<file path="src/rtl/beeper_pkg.sv">
// Shared definitions for the beeper music player.
// Holds the command FSM state encodings, the default frame header, the
// error codes reported by the UART command controller, the note-index
// width shared with the tone player and the frame checksum helper.
package beeper_pkg;

  localparam int NOTE_W = 8;

  localparam logic [7:0] HDR_DEFAULT = 8'hA5;

  localparam logic [2:0] S_IDLE = 3'd0;
  localparam logic [2:0] S_NOTE = 3'd1;
  localparam logic [2:0] S_LEN  = 3'd2;
  localparam logic [2:0] S_CHK  = 3'd3;
  localparam logic [2:0] S_HOLD = 3'd4;

  localparam logic [1:0] ERR_NONE    = 2'b00;
  localparam logic [1:0] ERR_TIMEOUT = 2'b01;
  localparam logic [1:0] ERR_CHKSUM  = 2'b10;

  // Mod-256 sum of header, note and length; the sender's fourth byte.
  function automatic logic [7:0] frame_sum(input logic [7:0] hdr,
                                           input logic [7:0] note,
                                           input logic [7:0] len);
    return 8'(hdr + note + len);
  endfunction

endpackage

</file>
<file path="src/rtl/uart_cmd_timer.sv">
// Inter-byte timeout counter for the UART command controller.
// Ports:
//   clk, rst    : clock, async active-low reset
//   clr         : zero the counter (wins over run)
//   run         : count one cycle
//   expire      : combinational, high while running at TIMEOUT_CYC-1
module uart_cmd_timer #(
  parameter int TIMEOUT_CYC = 500_000
) (
  input  logic clk,
  input  logic rst,
  input  logic clr,
  input  logic run,
  output logic expire
);

  // One spare count so the increment past the last value never aliases.
  localparam int CW = $clog2(TIMEOUT_CYC + 1);
  localparam logic [CW-1:0] LAST = CW'(TIMEOUT_CYC - 1);

  logic [CW-1:0] cnt;

  always_ff @(posedge clk or negedge rst) begin
    if (!rst)     cnt <= '0;
    else if (clr) cnt <= '0;
    else if (run) cnt <= cnt + 1'b1;
  end

  assign expire = run && (cnt == LAST);

endmodule

</file>
<file path="src/rtl/uart_cmd_ctrl.sv">
// UART receive-path sequencing controller for the beeper music player.
// Assembles header/note/length[/checksum] frames from receiver byte
// strobes and offers each valid note to the tone player via valid/ready.
// Bad or stalled frames are dropped with a one-cycle err strobe.
// Build option: define UART_CMD_CHECKSUM_EN for 4-byte frames with a
// checksum byte; otherwise frames are 3 bytes and no checksum error exists.
// Ports:
//   clk, rst             : clock, async active-low reset
//   enable               : run; low aborts a frame in progress
//   rx_stop, rx_data     : byte-done strobe and its byte
//   rx_en                : receiver enable (paused while a command pends)
//   cmd_valid/cmd_ready  : command handshake
//   cmd_note, cmd_len    : command payload, stable while cmd_valid
//   err, err_code        : error strobe, code held until the next err
//   busy                 : FSM not idle
module uart_cmd_ctrl
  import beeper_pkg::*;
#(
  parameter logic [7:0] HDR         = HDR_DEFAULT,
  parameter int         TIMEOUT_CYC = 500_000
) (
  input  logic              clk,
  input  logic              rst,
  input  logic              enable,
  input  logic              rx_stop,
  input  logic [7:0]        rx_data,
  output logic              rx_en,
  output logic              cmd_valid,
  input  logic              cmd_ready,
  output logic [NOTE_W-1:0] cmd_note,
  output logic [7:0]        cmd_len,
  output logic              err,
  output logic [1:0]        err_code,
  output logic              busy
);

  logic [2:0] state, nxt;
  logic       ld_note, ld_len, err_set;
  logic [1:0] err_nxt;
  logic       t_run, t_clr, t_expire;

  // Counter runs only while a frame is partially received.
  assign t_run = (state == S_NOTE) || (state == S_LEN) || (state == S_CHK);
  assign t_clr = rx_stop || !t_run;

  uart_cmd_timer #(.TIMEOUT_CYC(TIMEOUT_CYC)) u_timer (
    .clk    (clk),
    .rst    (rst),
    .clr    (t_clr),
    .run    (t_run),
    .expire (t_expire)
  );

  // Within a frame: enable-low abort first, then a byte, then timeout,
  // so a byte arriving on the expiry cycle is still accepted.
  always_comb begin
    nxt     = state;
    ld_note = 1'b0;
    ld_len  = 1'b0;
    err_set = 1'b0;
    err_nxt = ERR_TIMEOUT;
    case (state)
      S_IDLE: if (enable && rx_stop && rx_data == HDR) nxt = S_NOTE;
      S_NOTE: begin
        if (!enable) nxt = S_IDLE;
        else if (rx_stop) begin
          ld_note = 1'b1;
          nxt     = S_LEN;
        end else if (t_expire) begin
          err_set = 1'b1;
          nxt     = S_IDLE;
        end
      end
      S_LEN: begin
        if (!enable) nxt = S_IDLE;
        else if (rx_stop) begin
          ld_len = 1'b1;
`ifdef UART_CMD_CHECKSUM_EN
          nxt    = S_CHK;
`else
          nxt    = S_HOLD;
`endif
        end else if (t_expire) begin
          err_set = 1'b1;
          nxt     = S_IDLE;
        end
      end
`ifdef UART_CMD_CHECKSUM_EN
      S_CHK: begin
        if (!enable) nxt = S_IDLE;
        else if (rx_stop) begin
          if (rx_data == frame_sum(HDR, cmd_note, cmd_len)) nxt = S_HOLD;
          else begin
            err_set = 1'b1;
            err_nxt = ERR_CHKSUM;
            nxt     = S_IDLE;
          end
        end else if (t_expire) begin
          err_set = 1'b1;
          nxt     = S_IDLE;
        end
      end
`endif
      // Pending command survives enable going low.
      S_HOLD: if (cmd_ready) nxt = S_IDLE;
      default: nxt = S_IDLE;
    endcase
  end

  always_ff @(posedge clk or negedge rst) begin
    if (!rst) begin
      state     <= S_IDLE;
      rx_en     <= 1'b0;
      cmd_valid <= 1'b0;
      cmd_note  <= '0;
      cmd_len   <= '0;
      err       <= 1'b0;
      err_code  <= ERR_NONE;
    end else begin
      state     <= nxt;
      rx_en     <= enable && (nxt != S_HOLD);
      cmd_valid <= (nxt == S_HOLD);
      err       <= err_set;
      if (ld_note) cmd_note <= rx_data;
      if (ld_len)  cmd_len  <= rx_data;
      if (err_set) err_code <= err_nxt;
    end
  end

  assign busy = (state != S_IDLE);

endmodule

</file>
<file path="config.mk">
export PLATFORM = sky130hd
export DESIGN_NAME = uart_cmd_ctrl
export DESIGN_NICKNAME = d
export VERILOG_FILES = /design/src/rtl/beeper_pkg.sv /design/src/rtl/uart_cmd_timer.sv /design/src/rtl/uart_cmd_ctrl.sv
export SDC_FILE = /design/constraint.sdc
export NUM_CORES = 1
export LEC_CHECK = 0
export ABC_AREA = 1
export ABC_CLOCK_PERIOD_IN_PS = 5600
export BUFFER_PORTS_ARGS = -buffer_cell sky130_fd_sc_hd__buf_4
export CAP_MARGIN = 20
export CORE_UTILIZATION = 60
export CTS_CLUSTER_DIAMETER = 50
export CTS_CLUSTER_SIZE = 10
export DETAILED_ROUTE_END_ITERATION = 7
export PLACE_DENSITY_LB_ADDON = 0.25
export SKIP_LAST_GASP = 1
export SLEW_MARGIN = 20
export SYNTH_ARGS = -nofsm -noshare
export SYNTH_HDL_FRONTEND = slang
export SYNTH_HIERARCHICAL = 1
export SYNTH_SLANG_ARGS = --single-unit
</file>
<file path="constraint.sdc">
create_clock -name clk -period 5.6 [get_ports clk]
set_clock_uncertainty 0.1 [all_clocks]
set_input_delay 0.56 -clock clk [delete_from_list [all_inputs] [get_ports clk]]
set_output_delay 0.56 -clock clk [all_outputs]
set_load 0.05 [all_outputs]
</file>
==> impl_metrics.sql, run 1 <==
INSERT INTO impl_metrics (metric_group, metric, value, unit) VALUES
('grt', 'grt_antenna_before_repair', '0', ''),
('setup_path', 'worst-endpoint-arrival', '2.37', 'ns'),
('setup_path', 'category_of_the_critical_setup_timing_path', 'flop to flop', ''),
('synth', 'dominant_combinational_cell_family_by_area_after_synthesis', 'simple AND/OR/NAND/NOR gates', ''),
('final_layout', 'mostFrequentLayoutCell', 'nand2_1', ''),
('detailed_routing', 'drc', '0', ''),
('clock_network', 'clock-sinks', '42', ''),
('die', 'std_cell_core_area', '0.00342', 'mm²'),
('detailed_routing', 'route.antenna.remaining_nets', '0', ''),
('detailed_routing', 'firstDrtPassIters', '4', ''),
('setup_path', 'worstPathCellList', 'nor2_1, nor2_1, nand2_1, nor2_4, inv_6, nand2_4, nor2_8, nand2_1, o21ai_1, nor2_1', ''),
('placement', 'port-buffer-count', '33', ''),
('synth', 'synthXorXnorAreaFrac', '0.398', '%'),
('die', 'die-width', '62.5', 'µm'),
('final_layout', 'finish.net_count', '315', ''),
('final_layout', 'antenna_diode_count', '0', ''),
('synth', 'synth-compound-area-share', '12.0', '%'),
('synth', 'synth.distinct_cells', '31', ''),
('placement', 'finalWeightedCongestion', '0.946', ''),
('final_layout', 'stdcell_area', '0.00253', 'mm²'),
('power_and_ir_drop', 'cellLeakagePower', '1.21', 'nW'),
('power_and_ir_drop', 'power_per_cell_area', '264', 'mW/mm²'),
('clock_network', 'cts_hold_buf', '0', ''),
('timing', 'rsz0062_at_grt', 'no', ''),
('grt', 'grt.overflow.total', '0', ''),
('detailed_routing', 'route.vias.total', '1846', ''),
('setup_path', 'critical_path.slowest_cell', 'dfrtp_1', ''),
('timing', 'maxSlewHeadroom', '66.5', '%'),
('detailed_routing', 'routed_wire_length_per_instance', '12.4', 'µm'),
('detailed_routing', 'detail_route.vias_per_cell', '5.32', ''),
('synth', 'post_synthesis_adder_cell_area_fraction', '1.14', '%'),
('clock_network', 'cts_max_path_buffers', '2', ''),
('setup_path', 'setup.worst_path.start_class', 'flop', ''),
('die', 'placement_rows', '21', ''),
('timing', 'timing.final.ws_setup', '3.42', 'ns'),
('setup_path', 'maximum_fanout_along_the_worst_path', '8', ''),
('clock_network', 'htree_num_levels', '2', ''),
('die', 'die_height', '62.5', 'µm'),
('clock_network', 'cts_resized', '0', ''),
('final_layout', 'fin_util', '74.0', '%'),
('grt', 'first_pass_grt_wire_length', '7.58', 'mm'),
('grt', 'grt_pass1_vias', '1778', ''),
('die', 'ioPinCount', '35', ''),
('power_and_ir_drop', 'design_power_total', '0.000667', 'W'),
('clock_network', 'clkTransAtPathRegs', '0.12', 'ns'),
('die', 'initial_utilization', '64.4', '%'),
('clock_network', 'cts_tree', 'yes', ''),
('final_layout', 'post_route_cells_drive_above_1_share', '26.2', '%'),
('clock_network', 'cts_post_setup_buffers_inserted', '0', ''),
('synth', 'syn_area', '0.00220', 'mm²'),
('detailed_routing', 'postRouteWirelength', '4.30', 'mm'),
('synth', 'synth.yosys.seq_area_share', '47.8', '%'),
('job', 'maxCapViolations', '0', ''),
('final_layout', 'most-common-layout-cells', 'nand2_1 (62), dfrtp_1 (42), nor2_1 (34)', ''),
('synth', 'post_synth_and_or_nand_nor_area_fraction', '30.4', '%'),
('timing', 'maxSlewViolCount', '0', ''),
('setup_path', 'reg2reg_slack', '3.42', 'ns'),
('timing', 'final.setup.tns', '0', 'ns'),
('grt', 'globalRouteTotalUtil', '25.1', '%'),
('clock_network', 'clkLatencyLatePin', '0.35', 'ns'),
('setup_path', 'timing.critical_path.required', '5.79', 'ns'),
('timing', 'final.period_utilization', '39.0', '%'),
('setup_path', 'critical_path_max_stage_delay', '0.47', 'ns'),
('timing', 'setup_viol', '0', ''),
('clock_network', 'cts_buffers', '5', ''),
('die', 'die_area', '0.00391', 'mm²'),
('placement', 'placement.cell_area', '0.00247', 'mm²'),
('synth', 'number_of_warnings_reported_in_the_yosys_synthesis_log', '6', ''),
('placement', 'dp_slack', '3.44', 'ns'),
('setup_path', 'cpMostUsedCell', 'nor2_1', ''),
('run_status', 'status', 'completed', '');
final cells by class:
cell class	instances	area, µm²
tap	46	57.6
inverter	36	141
sequential	42	1050
multi-input combinational	182	971
clock buffer	7	55.1
clock inverter	1	5.00
fill	267	887
timing repair buffer	33	248
layer usage:
layer  vias to the layer above  global-route usage [%]  routed length, µm
met2                        50                    41.3               2160
met5                         -                       0                  0
li1                        921                       -                  -
met4                         0                    9.88                 49
met3                         6                    7.30                180
met1                       869                    30.9               1910
final timing paths:
kind,start,endpoint,depth (start not counted)
setup / recovery,state[1],u_timer/cnt[11],10
max in group asynchronous,rst,cmd_len[0],1
setup reg to reg,state[1],u_timer/cnt[11],10
hold reg to reg,err_code[0],err_code[0],2
min in group clk,rx_stop,state[0],2
hold / removal,rst,u_timer/cnt[17],1
logic make-up after synthesis:
group | after synthesis
buf+inv | 40
compound gates | 39
simple gates | 139
fa+ha+maj | 2
flops | 42
other cells | 1
xor+xnor | 1
metrics by stage:
step / hold slack [ns] / cells
after floorplan: 0.164 / 264
after global placement: 0.350 / 339
after detailed placement: 0.368 / 339
after CTS: 0.0653 / 347
after global routing: 0.0796 / 347
final: 0.0639 / 347
sequential cells by signal (all words and copies together), names as in the netlist:
signal / count
err: 1
cmd_valid: 1
err_code: 1
state: 3
u_timer/cnt: 19
rx_en: 1
cmd_len: 8
cmd_note: 8
synth_stat cells (all sizes together):
cell type	number	area share, %
a211oi	1	0.34
nor3	8	1.8
nand2	65	12
xnor2	1	0.40
nand3	16	4.1
clkinv	1	0.23
inv	35	6.2
o21bai	1	0.34
o21ai	25	8.6
dfrtp	42	48
ha	2	1.1
nor2	39	8.3
nand3b	1	0.34
and3	1	0.28
nand4	9	3.9
conb	1	0.17
buf	4	1.6
a21oi	12	2.7
where the power goes:
group / switching (W) / total [W] / internal [W]
Combinational: 0.000123 / 0.000175 / 0.0000520
Clock: 0.0000931 / 0.000154 / 0.0000609
Sequential: 0.0000137 / 0.000339 / 0.000325
Total: 0.000229 / 0.000667 / 0.000438
worst max-delay path, delay by kind of cell (launching register included):
family	cells	cell delay (ns)
flip-flops	1	0.47
AND/OR/NAND/NOR	8	1.43
buffers and inverters	1	0.07
AO/OA/AOI/OAI	1	0.07
(Power assumes the default switching activity.)
==> inputs of run 2 (changes only) <==
--- a/config.mk
+++ b/config.mk
@@ -6,10 +6,10 @@
 export NUM_CORES = 1
 export LEC_CHECK = 0
 export ABC_AREA = 1
-export ABC_CLOCK_PERIOD_IN_PS = 5600
+export ABC_CLOCK_PERIOD_IN_PS = 2300
 export BUFFER_PORTS_ARGS = -buffer_cell sky130_fd_sc_hd__buf_4
 export CAP_MARGIN = 20
-export CORE_UTILIZATION = 60
+export CORE_UTILIZATION = 56
 export CTS_CLUSTER_DIAMETER = 50
 export CTS_CLUSTER_SIZE = 10
 export DETAILED_ROUTE_END_ITERATION = 7
==> constraint.sdc (replaced) <==
create_clock -name clk -period 2.3 [get_ports clk]
set_clock_uncertainty 0.1 [all_clocks]
set_input_delay 0.23 -clock clk [delete_from_list [all_inputs] [get_ports clk]]
set_output_delay 0.23 -clock clk [all_outputs]
set_load 0.05 [all_outputs]
==> impl_metrics.sql, run 2 (synthesis results as in run 1) <==
INSERT INTO impl_metrics (metric_group, metric, value, unit) VALUES
('timing', 'final.period_utilization', '81.0', '%'),
('grt', 'grt.overflow.total', '0', ''),
('timing', 'worst_slew_pin_slew', '0.522', 'ns'),
('final_layout', 'mostFrequentLayoutCell', 'nand2_1', ''),
('final_layout', 'multi_input_logic_area', '971', 'µm²'),
('grt', 'globalRouteTotalUtil', '24.7', '%'),
('timing', 'hold_viol', '0', ''),
('final_layout', 'regMostFlops', 'u_timer/cnt', ''),
('final_layout', 'area.growth.synth_to_final', '18.6', '%'),
('timing', 'fmaxAchievable', '537', 'MHz'),
('detailed_routing', 'route.vias.total', '1852', ''),
('final_layout', 'num-fill-cells', '309', ''),
('setup_path', 'worst-endpoint-arrival', '2.01', 'ns'),
('timing', 'timing.final.ws_setup', '0.437', 'ns'),
('detailed_routing', 'drt_iter0_drc', '104', ''),
('final_layout', 'max_reg_flops', '19', ''),
('setup_path', 'cpMostUsedCell', 'nor2_1', ''),
('final_layout', 'post_route_cells_drive_above_1_share', '26.6', '%'),
('setup_path', 'cp_endpoint_kind', 'flop', ''),
('detailed_routing', 'postRouteWirelength', '4.30', 'mm'),
('job', 'maxCapViolations', '0', ''),
('clock_network', 'cts_resized', '0', ''),
('detailed_routing', 'route.antenna.remaining_nets', '0', ''),
('timing', 'maxSlewHeadroom', '65.2', '%'),
('die', 'die-width', '64.7', 'µm'),
('detailed_routing', 'routed_wire_length_per_instance', '12.2', 'µm'),
('clock_network', 'cts_post_setup_buffers_inserted', '0', ''),
('clock_network', 'cts_hold_buf', '2', ''),
('power_and_ir_drop', 'cellLeakagePower', '1.25', 'nW'),
('setup_path', 'maximum_fanout_along_the_worst_path', '5', ''),
('grt', 'grt_pass1_vias', '1785', ''),
('placement', 'dp_slack', '0.456', 'ns'),
('placement', 'finalWeightedCongestion', '0.862', ''),
('final_layout', 'seqCellArea', '0.00105', 'mm²'),
('die', 'placement_rows', '22', ''),
('grt', 'first_pass_grt_wire_length', '7.73', 'mm'),
('final_layout', 'finish.net_count', '318', ''),
('setup_path', 'path_buf_inv', '2', ''),
('detailed_routing', 'firstDrtPassIters', '4', ''),
('setup_path', 'setup.worst_path.start_class', 'flop', ''),
('setup_path', 'critical_path_max_stage_delay', '0.46', 'ns'),
('run_status', 'status', 'completed', ''),
('timing', 'maxSlewViolCount', '0', ''),
('placement', 'port-buffer-count', '33', ''),
('final_layout', 'most-common-layout-cells', 'nand2_1 (62), dfrtp_1 (42), nor2_1 (34), buf_4 (34), inv_1 (26)', ''),
('clock_network', 'clkLatencyLatePin', '0.31', 'ns'),
('die', 'ioPinCount', '35', ''),
('clock_network', 'clockRootBuffer', 'clkbuf_8', ''),
('timing', 'period_minus_slack', '1.86', 'ns'),
('clock_network', 'cts_tree', 'yes', ''),
('clock_network', 'cts_buffers', '5', ''),
('final_layout', 'layout_top_registers', 'u_timer/cnt (19), cmd_len (8), cmd_note (8)', ''),
('setup_path', 'timing.critical_path.required', '2.45', 'ns'),
('power_and_ir_drop', 'power_per_cell_area', '701', 'mW/mm²'),
('grt', 'grt_max_degree', '43', ''),
('final_layout', 'antenna_diode_count', '0', ''),
('setup_path', 'critical_path.slowest_cell', 'dfrtp_1', ''),
('clock_network', 'htree_num_levels', '2', ''),
('die', 'std_cell_core_area', '0.00372', 'mm²'),
('detailed_routing', 'detail_route.vias_per_cell', '5.26', ''),
('setup_path', 'cp_top_delay_family', 'simple AND/OR/NAND/NOR gates', ''),
('min_path', 'hold_path.class', 'input pin to flop', ''),
('die', 'die_area', '0.00418', 'mm²'),
('detailed_routing', 'drc', '0', ''),
('placement', 'hpwlAfterDp', '3.24', 'mm'),
('clock_network', 'clock-sinks', '42', ''),
('grt', 'grt_antenna_before_repair', '0', ''),
('setup_path', 'category_of_the_critical_setup_timing_path', 'flop to flop', ''),
('timing', 'final.setup.tns', '0', 'ns'),
('timing', 'setup_viol', '0', ''),
('die', 'initial_utilization', '59.2', '%'),
('clock_network', 'cts_max_path_buffers', '2', ''),
('die', 'die_height', '64.7', 'µm'),
('power_and_ir_drop', 'vdd_ir_drop_max', '511', 'µV'),
('timing', 'rsz0062_at_grt', 'no', ''),
('clock_network', 'clkTransAtPathRegs', '0.08', 'ns'),
('setup_path', 'worstPathCellList', 'nor2_1, nor2_1, buf_4, inv_1, nor2_1, nand3_1, nor3_1, nand2_1, nor2_1, nand2_1, nand2_1', '');
run 2: layout make-up:
class	instances	share of cell area (%)
clock buffer	5	2.64
clock inverter	3	1.54
inverter	36	5.42
multi-input combinational	182	37.2
sequential	42	40.3
tap	48	2.30
timing repair buffer	36	10.6
run 2: metal layers:
metal | global-route usage [%] | share of wire [%] | routed length [µm] | vias to the layer above
li1 | - | - | - | 922
met1 | 29.5 | 43 | 1860 | 875
met2 | 40.4 | 50 | 2150 | 47
met3 | 7.75 | 5.0 | 213 | 8
met4 | 11.7 | 1.9 | 81 | 0
met5 | 0 | 0 | 0 | -
run 2: path summary, 6_finish.rpt:
check,end,cells after the start,slack (ns),startpoint
worst min-delay path,cmd_len[6],3,0.08,rx_data[6]
worst max register to register,err_code[0],11,0.44,state[1]
min in group asynchronous,u_timer/cnt[8],2,0.34,rst
worst min register to register,err_code[0],2,0.38,err_code[0]
worst max-delay path,err_code[0],11,0.44,state[1]
max in group asynchronous,state[1],2,1.40,rst
run 2: where the power goes:
part           switching (W)  internal [W]
Clock               0.000253      0.000319
Combinational       0.000300      0.000130
Sequential         0.0000336      0.000791
Total               0.000587       0.00124
run 2: through the flow:
| stage | instances | hold slack, ns | util, % | area (µm²) | total power, W |
|---|---|---|---|---|---|
| finish | 352 | 0.0839 | 70.2 | 2610 | 0.00183 |
| global route | 352 | 0.0744 | 70.2 | 2610 | 0.00190 |
| CTS | 352 | 0.0782 | 70.2 | 2610 | 0.00185 |
| detailed placement | 342 | 0.146 | 66.7 | 2480 | 0.00127 |
| global placement | 342 | 0.144 | 66.7 | 2480 | 0.00126 |
| floorplan | 264 | -0.166 | - | 2200 | 0.00113 |
run 2: worst reg2reg max path, stage by stage (launching register included):
cell and delay [ns]:
dfrtp_1 0.46, nor2_1 0.11, nor2_1 0.14, buf_4 0.17, inv_1 0.04, nor2_1 0.10, nand3_1 0.09, nor3_1 0.30
nand2_1 0.09, nor2_1 0.09, nand2_1 0.07, nand2_1 0.06
